### src/rtl/instr_encoder_loader_pkg.sv
// -----------------------------------------------------------------------------
// instr_encoder_loader_pkg
//
// Shared definitions for the instruction loader and the core's immediate
// generator.
//   - Instruction format selectors (FMT_*), carried on a 3-bit fmt bus.
//   - RV32I major opcodes (OPC_*).
//   - Loader FSM state encoding.
//   - upper_uniform(): true when every bit of a value from position lsb up to
//     bit 31 holds the same level, meaning the value still fits once the
//     upper bits are dropped.
// No ports: this is a package.
// -----------------------------------------------------------------------------
package instr_encoder_loader_pkg;

    // Instruction format selectors. The codes 3'b110 and 3'b111 are illegal.
    localparam logic [2:0] FMT_I = 3'b000;
    localparam logic [2:0] FMT_S = 3'b001;
    localparam logic [2:0] FMT_B = 3'b010;
    localparam logic [2:0] FMT_U = 3'b011;
    localparam logic [2:0] FMT_J = 3'b100;
    localparam logic [2:0] FMT_R = 3'b101;

    // RV32I major opcodes, instr[6:0].
    localparam logic [6:0] OPC_LUI    = 7'b0110111;
    localparam logic [6:0] OPC_AUIPC  = 7'b0010111;
    localparam logic [6:0] OPC_JAL    = 7'b1101111;
    localparam logic [6:0] OPC_JALR   = 7'b1100111;
    localparam logic [6:0] OPC_BRANCH = 7'b1100011;
    localparam logic [6:0] OPC_LOAD   = 7'b0000011;
    localparam logic [6:0] OPC_STORE  = 7'b0100011;
    localparam logic [6:0] OPC_OP_IMM = 7'b0010011;
    localparam logic [6:0] OPC_OP     = 7'b0110011;
    localparam logic [6:0] OPC_FENCE  = 7'b0001111;
    localparam logic [6:0] OPC_SYSTEM = 7'b1110011;

    // Loader FSM states.
    typedef enum logic [1:0] {
        IDLE = 2'd0,
        LOAD = 2'd1,
        FULL = 2'd2
    } ld_state_e;

    // Arithmetic right shift by lsb leaves either all zeros or all ones
    // exactly when bits [31:lsb] are uniform. Here, that means the signed
    // value is representable in an lsb+1 bit field.
    function automatic logic upper_uniform(input logic signed [31:0] value,
                                           input int unsigned        lsb);
        logic signed [31:0] shifted;
        shifted = value >>> lsb;
        return (shifted == '0) || (shifted == '1);
    endfunction

endpackage

### src/rtl/instr_encoder_loader_imm_pack.sv
// -----------------------------------------------------------------------------
// instr_encoder_loader_imm_pack
//
// Combinational inverse of the immediate generator. It scatters a 32-bit
// immediate into the bit positions used by the selected RV32I format. It also
// reports whether the immediate can be encoded without loss.
//
// Ports
//   fmt      in   3   format selector (FMT_I..FMT_R; 110/111 are illegal)
//   opcode   in   7   instr[6:0]
//   rd       in   5   destination register
//   rs1      in   5   source register 1
//   rs2      in   5   source register 2
//   funct3   in   3   funct3 field
//   funct7   in   7   funct7 field, used only by R format
//   imm      in  32   full-width immediate
//   word     out 32   packed instruction
//   legal    out  1   immediate fits the format and the format code is valid
// -----------------------------------------------------------------------------
module instr_encoder_loader_imm_pack
    import instr_encoder_loader_pkg::*;
(
    input  logic [2:0]  fmt,
    input  logic [6:0]  opcode,
    input  logic [4:0]  rd,
    input  logic [4:0]  rs1,
    input  logic [4:0]  rs2,
    input  logic [2:0]  funct3,
    input  logic [6:0]  funct7,
    input  logic [31:0] imm,
    output logic [31:0] word,
    output logic        legal
);

    logic signed [31:0] imm_s;

    assign imm_s = $signed(imm);

    always_comb begin
        word  = '0;
        legal = 1'b0;
        case (fmt)
            FMT_I: begin
                word  = {imm[11:0], rs1, funct3, rd, opcode};
                legal = upper_uniform(imm_s, 11);
            end
            FMT_S: begin
                word  = {imm[11:5], rs2, rs1, funct3, imm[4:0], opcode};
                legal = upper_uniform(imm_s, 11);
            end
            FMT_B: begin
                // Branch offsets are even, so imm[0] is not stored.
                word  = {imm[12], imm[10:5], rs2, rs1, funct3,
                         imm[4:1], imm[11], opcode};
                legal = upper_uniform(imm_s, 12) && !imm[0];
            end
            FMT_U: begin
                // The low 12 bits are implied zero and cannot be encoded.
                word  = {imm[31:12], rd, opcode};
                legal = (imm[11:0] == 12'd0);
            end
            FMT_J: begin
                word  = {imm[20], imm[10:1], imm[11], imm[19:12], rd, opcode};
                legal = upper_uniform(imm_s, 20) && !imm[0];
            end
            FMT_R: begin
                word  = {funct7, rs2, rs1, funct3, rd, opcode};
                legal = 1'b1;
            end
            default: begin
                word  = '0;
                legal = 1'b0;
            end
        endcase
    end

endmodule

### src/rtl/instr_encoder_loader.sv
// -----------------------------------------------------------------------------
// instr_encoder_loader
//
// Boot/test loader front end. It accepts decoded instruction fields over a
// valid/ready handshake and packs them into RV32I words. Each legal word is
// written into instruction memory at consecutive word addresses, starting at
// the base address given with load_start. Bundles whose immediate cannot be
// encoded are dropped and flagged. The session stops accepting bundles
// after a legal write lands in the last word.
//
// Ports
//   clk         in   1         system clock
//   rst         in   1         synchronous active-high reset
//   load_start  in   1         pulse: (re)start a session at base_addr
//   load_stop   in   1         pulse: end the session
//   base_addr   in   ADDR_W    first word address, sampled on load_start
//   in_valid    in   1         field bundle valid
//   in_ready    out  1         bundle can be accepted this cycle
//   fmt         in   3         instruction format selector
//   opcode      in   7         instr[6:0]
//   rd/rs1/rs2  in   5 each    register fields
//   funct3      in   3         funct3 field
//   funct7      in   7         funct7 field (R format)
//   imm         in  32         immediate value
//   mem_we      out  1         imem write enable
//   mem_addr    out  ADDR_W    imem write address
//   mem_wdata   out 32         packed instruction
//   err_pulse   out  1         one-cycle pulse: bundle rejected
//   err_sticky  out  1         a bundle was rejected this session
//   loaded_cnt  out  ADDR_W+1  words written this session
//   full        out  1         last imem word has been written
// -----------------------------------------------------------------------------
module instr_encoder_loader
    import instr_encoder_loader_pkg::*;
#(
    parameter int ADDR_W = 8,
    parameter int DEPTH  = 256
) (
    input  logic              clk,
    input  logic              rst,
    input  logic              load_start,
    input  logic              load_stop,
    input  logic [ADDR_W-1:0] base_addr,
    input  logic              in_valid,
    output logic              in_ready,
    input  logic [2:0]        fmt,
    input  logic [6:0]        opcode,
    input  logic [4:0]        rd,
    input  logic [4:0]        rs1,
    input  logic [4:0]        rs2,
    input  logic [2:0]        funct3,
    input  logic [6:0]        funct7,
    input  logic [31:0]       imm,
    output logic              mem_we,
    output logic [ADDR_W-1:0] mem_addr,
    output logic [31:0]       mem_wdata,
    output logic              err_pulse,
    output logic              err_sticky,
    output logic [ADDR_W:0]   loaded_cnt,
    output logic              full
);

    localparam logic [ADDR_W-1:0] LAST_ADDR = ADDR_W'(DEPTH - 1);

    ld_state_e         state_q;
    ld_state_e         state_d;
    logic [ADDR_W-1:0] wr_ptr_q;

    logic [31:0]       word_p0;
    logic              legal_p0;
    logic              xfer_p0;
    logic              at_top_p0;

    // ---- Stage p0: handshake, pack and range check (combinational) ----------

    instr_encoder_loader_imm_pack u_imm_pack (
        .fmt    (fmt),
        .opcode (opcode),
        .rd     (rd),
        .rs1    (rs1),
        .rs2    (rs2),
        .funct3 (funct3),
        .funct7 (funct7),
        .imm    (imm),
        .word   (word_p0),
        .legal  (legal_p0)
    );

    // A restart discards any bundle that arrives in the same cycle.
    assign xfer_p0   = in_valid && (state_q == LOAD) && !load_start;
    assign at_top_p0 = (wr_ptr_q == LAST_ADDR);

    always_ff @(posedge clk) begin
        if (rst) begin
            state_q <= IDLE;
        end else begin
            state_q <= state_d;
        end
    end

    always_comb begin
        state_d  = state_q;
        in_ready = 1'b0;
        case (state_q)
            IDLE: begin
                if (load_start) begin
                    state_d = LOAD;
                end
            end
            LOAD: begin
                in_ready = 1'b1;
                if (load_start) begin
                    state_d = LOAD;
                end else if (load_stop) begin
                    // A same-cycle transfer still completes in the datapath.
                    state_d = IDLE;
                end else if (xfer_p0 && legal_p0 && at_top_p0) begin
                    state_d = FULL;
                end
            end
            FULL: begin
                if (load_start) begin
                    state_d = LOAD;
                end else if (load_stop) begin
                    state_d = IDLE;
                end
            end
            default: begin
                state_d = IDLE;
            end
        endcase
    end

    // ---- Stage p1: registered memory write / error outputs ------------------

    always_ff @(posedge clk) begin
        if (rst) begin
            wr_ptr_q   <= '0;
            mem_we     <= 1'b0;
            mem_addr   <= '0;
            mem_wdata  <= '0;
            err_pulse  <= 1'b0;
            err_sticky <= 1'b0;
            loaded_cnt <= '0;
            full       <= 1'b0;
        end else begin
            mem_we    <= 1'b0;
            err_pulse <= 1'b0;
            if (load_start) begin
                wr_ptr_q   <= base_addr;
                loaded_cnt <= '0;
                err_sticky <= 1'b0;
                full       <= 1'b0;
            end else if (xfer_p0) begin
                if (legal_p0) begin
                    mem_we     <= 1'b1;
                    mem_addr   <= wr_ptr_q;
                    mem_wdata  <= word_p0;
                    loaded_cnt <= loaded_cnt + (ADDR_W + 1)'(1);
                    // The pointer parks on the last word instead of wrapping.
                    if (at_top_p0) begin
                        full <= 1'b1;
                    end else begin
                        wr_ptr_q <= wr_ptr_q + ADDR_W'(1);
                    end
                end else begin
                    // mem_addr/mem_wdata keep the last write; pointer holds.
                    err_pulse  <= 1'b1;
                    err_sticky <= 1'b1;
                end
            end
        end
    end

endmodule

### config.mk
export PLATFORM = sky130hd
export DESIGN_NAME = instr_encoder_loader
export DESIGN_NICKNAME = d
export VERILOG_FILES = /design/src/rtl/instr_encoder_loader_pkg.sv /design/src/rtl/instr_encoder_loader_imm_pack.sv /design/src/rtl/instr_encoder_loader.sv
export SDC_FILE = /design/constraint.sdc
export NUM_CORES = 1
export LEC_CHECK = 0
export CAP_MARGIN = 20
export CORE_ASPECT_RATIO = 2
export CORE_UTILIZATION = 40
export DETAILED_ROUTE_END_ITERATION = 6
export PLACE_DENSITY = 0.76
export SYNTH_ARGS = -nofsm -noshare
export SYNTH_HDL_FRONTEND = slang
export SYNTH_SLANG_ARGS = --single-unit
### constraint.sdc
create_clock -name clk -period 2.6 [get_ports clk]
set_input_delay 0.65 -clock clk [delete_from_list [all_inputs] [get_ports clk]]
set_output_delay 0.65 -clock clk [all_outputs]
set_load 0.02 [all_outputs]
# Word level (Yosys, flattened, before mapping)
# Cells that the tools add are included.
dict set report op_classes {
  n_reduce_logical 28
  n_bitwise 3
  add_sub_neg 2
  n_eq_ne 15
  mux 16
}
# cell count
set op_table {}
lappend op_table {{one-hot mux 32 bit (6 select lines)} 1}
lappend op_table {{== test 32 bit (second input constant)} 3}
lappend op_table {{zero test 32 bit} 3}
lappend op_table {{two-way mux 8 bit} 4}
lappend op_table {{zero test 12 bit} 1}
lappend op_table {{two-way mux 2 bit} 6}
lappend op_table {{AND reduction 3 bit} 4}
lappend op_table {{adder 9 x 1 -> 9 bit (second input constant)} 1}
lappend op_table {{adder 8 x 1 -> 8 bit (second input constant)} 1}
lappend op_table {{== test 8 bit (second input constant)} 1}
lappend op_table {{== test 3 x 2 -> 1 bit (second input constant)} 2}
lappend op_table {{== test 3 bit (second input constant)} 2}
lappend op_table {{logical AND 1 bit} 6}
lappend op_table {{one-hot mux 2 bit (3 select lines)} 1}
lappend op_table {{one-hot mux 1 bit (5 select lines)} 1}
lappend op_table {{inequality test 2 bit (second input constant)} 2}
lappend op_table {{inequality test 4 x 3 -> 1 bit (second input constant)} 1}
lappend op_table {{AND reduction 2 bit} 2}
lappend op_table {{nonzero test 2 bit} 2}
lappend op_table {{OR reduction 2 bit} 2}
lappend op_table {{== test 3 x 1 -> 1 bit (second input constant)} 1}
lappend op_table {{zero test 3 bit} 1}
lappend op_table {{logical OR 1 bit} 3}
lappend op_table {{two-way mux 1 bit} 3}
lappend op_table {{7 further kinds} 10}
dict set report word_totals {
  regBits 63
  out_inout_bits 54
}

# Longest topological paths before layout
# Gate-level depths: netlist of run 1.
dict set report logic_depth {
  depth_word 10
  mapped_depth 9
  depth_no_buf 6
}

# By module
# A second synthesis of run 1 with hierarchy kept.
dict set report hier_totals {
  hier_cells 450
  area_unflattened_um2 3482.1
}
# mod area_per_inst_um2 seq_area_each_um2 instances cells_per_inst
set modules_own_cells {}
lappend modules_own_cells {instr_encoder_loader 2518.7 1261.2 1 301}
lappend modules_own_cells {instr_encoder_loader_imm_pack 963.4 0.0 1 149}

# Worst setup path after synthesis of run 1
# Ideal clock, no wire load.
dict set report synth_path {
  path_type {input to register}
  start {input imm[13]}
  end {register loaded_cnt[5]}
  setup_time_ns 0.121
  slack_ns -0.255
  t_arrival_ns 2.734
  cell_stages 7
  n_path_buf 1
  cell_sequence {or4_1 o22ai_1 a22oi_1 o41a_1 clkbuf_1 nor4_1 mux2_2}
}
dict set report synth_between {
  elab_chain_cells 5
  elab_cells_between_ends 9
}
# item line
set synth_rtl {}
lappend synth_rtl {{start, declared} instr_encoder_loader.sv:53} ;# input logic [31:0] imm,
lappend synth_rtl {{== test 32 bit or zero test 32 bit (tied branches)} instr_encoder_loader_pkg.sv:51} ;# return (shifted == '0) || (shifted == '1);
lappend synth_rtl {{logical OR 1 bit} instr_encoder_loader_pkg.sv:51}
lappend synth_rtl {{logical AND 1 bit} instr_encoder_loader_imm_pack.sv:55} ;# legal = upper_uniform(imm_s, 12) && !imm[0];
lappend synth_rtl {{one-hot mux 1 bit (5 select lines) (*)} instr_encoder_loader_imm_pack.sv:42} ;# case (fmt)
lappend synth_rtl {{AND reduction 2 bit (no line) (*)} --}
lappend synth_rtl {{end signal, assigned} instr_encoder_loader.sv:159} ;# loaded_cnt <= loaded_cnt + (ADDR_W + 1)'(1);
lappend synth_rtl {{end, declared} instr_encoder_loader.sv:59} ;# output logic [ADDR_W:0] loaded_cnt,
# Mark *: on every way between the ends. The rest lies on a longest branch, timed or not.
# A chain may end at the register's enable or synchronous reset.

# Worst setup path in the final report of run 1
dict set report layout_path {
  start {input imm[17]}
  end {register wr_ptr_q[5]}
}
dict set report layout_between {
  elab_chain_cells 6
  elab_cells_between_ends 10
}
# item line
set layout_rtl {}
lappend layout_rtl {{== test 32 bit or zero test 32 bit (tied branches)} instr_encoder_loader_pkg.sv:51}
lappend layout_rtl {{logical OR 1 bit} instr_encoder_loader_pkg.sv:51}
lappend layout_rtl {{logical AND 1 bit} instr_encoder_loader_imm_pack.sv:55}
lappend layout_rtl {{one-hot mux 1 bit (5 select lines) (*)} instr_encoder_loader_imm_pack.sv:42}
lappend layout_rtl {{nonzero test 2 bit (no line) (*)} --}
lappend layout_rtl {{AND reduction 3 bit (no line) (*)} --}
lappend layout_rtl {{end signal, assigned} instr_encoder_loader.sv:150} ;# wr_ptr_q <= base_addr;
lappend layout_rtl {{end signal, assigned} instr_encoder_loader.sv:164} ;# wr_ptr_q <= wr_ptr_q + ADDR_W'(1);
lappend layout_rtl {{end, declared} instr_encoder_loader.sv:67} ;# logic [ADDR_W-1:0] wr_ptr_q;
# Marked as above.

==> flow_summary.toml, run 1 <==
[timing]
hold_viol_final = 0
slew_headroom_pct = 41.60
final.period_utilization_pct = 103.9
setup_slack_ns = -0.1018
fin_skew_ns = 0.008208
rsz0062_at_grt = "true"
worstMarginPinSlew_ns = 0.8760
setup_viol = 19
finalMaxSlewViolations = 0
finalCriticalPeriod_ns = 2.702
max_freq_mhz = 370.1

[final_layout]
drive_above_1_share_pct = 26.22
antenna_cells = 0
area_growth_pct = 71.83
final_cell_area_sq_um = 6121
fin_util_pct = 70.78
layout.nets = 710

[clock_network]
numCtsBuffers = 9
clockBufferDepth = 2
clk_pin_slew_worst_paths_ns = 0.05
holdBufCountCts = 0
insertion_delay_ns = 0.33
clockRootBuffer = "clkbuf_16"
cts_sinks = 63
cts_tree = "built"
cts_max_level = 3

[yosys]
synth-edff-count = 0
synthTopCellsByArea = "dfxtp_1 35%, a21oi_1 8.4%, nor3_1 5.2%"
syn_nets = 542
syn_area_per_cell_sq_um = 7.744
syn-cell-area_sq_um = 3562
yosysTopAreaCell = "dfxtp_1"
ys_warn_count = 0
synth_ff_type = "dfxtp_1"
yosys-top-cells-count = "63 x dfxtp_1, 60 x a21oi_1, 37 x nor3_1"
ys_seq_area_share_pct = 35.41
synth_top_area_share_pct = 35.41
ys_ff_latch = 63
synth.most_common_cell = "dfxtp_1"
synthDistinctLibCells = 42
async_flop_share_pct = 0
syn_inst = 460

[setup_path]
critical_path.cell_chain = "buf_6 > or4_4 > o22ai_2 > a22oi_2 > o41a_4 > buf_12 > buf_6 > o21a_1 > a2111oi_2"
worstSetupPathType = "in -> reg"
critPathCaptureType = "register"
crit_top_cell = "buf_6"
slowest_stage = "o41a_4"
cp.arrival_ns = 2.92
max_stage_delay_ns = 0.58
worst_setup_path_start_kind = "input port"
path_max_fanout = 8
cp_num_buf_inv = 3
critical_path_required_ns = 2.82
cp_top_family = "compound AO/OA/AOI/OAI gates"

[floorplanning]
die_area_sq_um = 9310
core-area_sq_um = 8648
die_h_um = 135.5
ios = 134
initial_core_util_pct = 41.19
die_w_um = 68.73
rows = 48

[drt]
vias = 4525
drt-wirelength-per-cell_um = 19.23
via_per_inst = 6.173
drc = 0
firstDrtPassIters = 5
drtAntennaViolNets = 0
drt_iter0_markers = 258
drt-total-wl_um = 14090

[placement]
gp_congestion = 0.9344
portBuffers = 133
place_area_sq_um = 5358
hpwl_um = 9367

[global_routing]
grt_max_degree = 53
grt_pass1_wl_um = 20490
antenna_found_initial = 0
grt_usage_pct = 29.33
grt_pass1_vias = 4291
grt.overflow.total = 0

[worst_hold_path]
hp-class = "reg -> reg"

[power]
power.internal_w = 0.002219
power_frac_seq_pct = 34.2
peakVddDrop_mv = 0.3385
switching_share_pct = 23.77
power_frac_clock_pct = 48.6
combPwrFrac_pct = 17.2
powerDensity_nw_per_um2 = 475.6
power_leakage_nw = 2.185
p_switching_w = 0.0006918

[status]
status = "finished with violations"
violations = "negative setup slack"

[run]
drv_cap = 0
==> power by group through the flow <==
stage / clock, W / sequential [W] / combinational, W
2_1_floorplan: 0 / 0.00102 / 0.000194
3_3_place_gp: 0 / 0.00101 / 0.000441
3_5_place_dp: 0 / 0.00101 / 0.000450
4_1_cts: 0.00142 / 0.000994 / 0.000459
5_1_grt: 0.00146 / 0.000998 / 0.000535
6_report: 0.00141 / 0.000996 / 0.000501
==> placed cells by master (no fill, tap or decap), drive strengths merged, types with 2 or more instances in the layout <==
cell type	count
clkdlybuf4s50	97
buf	77
dfxtp	63
a21oi	60
nor3	37
o21ai	36
clkbuf	23
nand3	22
nor2b	17
o22ai	17
nor2	17
a22oi	16
or3	12
or4	12
nand2	11
nand4	10
mux2i	10
inv	7
clkdlybuf4s15	7
nor4	7
and2	6
o221ai	6
dlygate4sd2	6
mux2	6
o31ai	6
a2111oi	6
a311oi	4
or2	4
and3	4
nand2b	4
a31oi	3
bufinv	3
o41ai	3
clkinv	3
ha	2
o41a	2
nor4b	2
==> cell families after synthesis <==
kind of cell / share of synthesized area, %
AOI/OAI and AO/OA: 27.99
adders and majority gates: 0.7024
buffers and inverters: 5.690
DFF: 35.41
muxes: 4.707
and+or+nand+nor: 25.50
==> per-stage QoR <==
step	instances	hold WS [ns]	power, W	setup TNS (ns)	worst slack [ns]
floorplan	460	0.4606	0.001209	-2.390	-0.1419
global route	733	0.4819	0.002995	-2.387	-0.1543
global placement	705	0.4438	0.001454	-44.71	-0.8052
detailed placement	705	0.4369	0.001464	-47.06	-0.8324
finish	733	0.4477	0.002911	-1.029	-0.1018
CTS	729	0.4448	0.002874	-0.2518	-0.05024
==> sequential cells by signal (all words and copies together) (netlist names) <==
name        flops
wr_ptr_q        8
state_q         2
err_sticky      1
full            1
loaded_cnt      9
mem_we          1
mem_addr        8
err_pulse       1
mem_wdata      32
==> routing by layer <==
layer | vias up | track usage [%] | routed length (um) | part of all wire [%]
li1 | 2105 | - | - | -
met1 | 2141 | 30.50 | 4879 | 35
met2 | 217 | 51.42 | 7684 | 55
met3 | 62 | 3.199 | 629 | 4.5
met4 | 0 | 21.32 | 899 | 6.4
met5 | - | 0 | 0 | 0
==> path summary, 6_finish.rpt <==
path	from	end	slack [ns]	cells after the start
worst max-delay path	imm[17]	wr_ptr_q[5]	-0.10	9
worst min-delay path	full	full	0.45	2
worst max register to register	wr_ptr_q[2]	wr_ptr_q[4]	0.57	6
worst min register to register	full	full	0.45	2
==> tightest hold or removal path: stages (launching register included) <==
cell and delay (ns):
dfxtp_1 0.30, inv_1 0.06, a21oi_2 0.04
==> what timing repair did <==
action / in CTS / in global routing
gates resized for setup: 91 / 65
setup endpoints to repair: 63 / 61
pin swaps: 22 / 26
gates cloned: 3 / 3
buffers inserted: 5 / 3
==> layout make-up <==
cell class | instances | area, sq um
clock inverters | 5 | 103.9
multi-input cells | 347 | 2455
clock buffers | 11 | 252.7
flip-flops and latches | 63 | 1261
well taps | 100 | 125.1
inverters | 8 | 30.03
repair buffers | 199 | 1893
fillers | 682 | 2527
Power figures use the tool's default switching activity.
==> inputs of run 2 (changes only) <==
Settings changed: HOLD_SLACK_MARGIN set to 0.03.
==> results of run 2 <==
The final DEF is identical to that of run 1; final timing and power are the same.
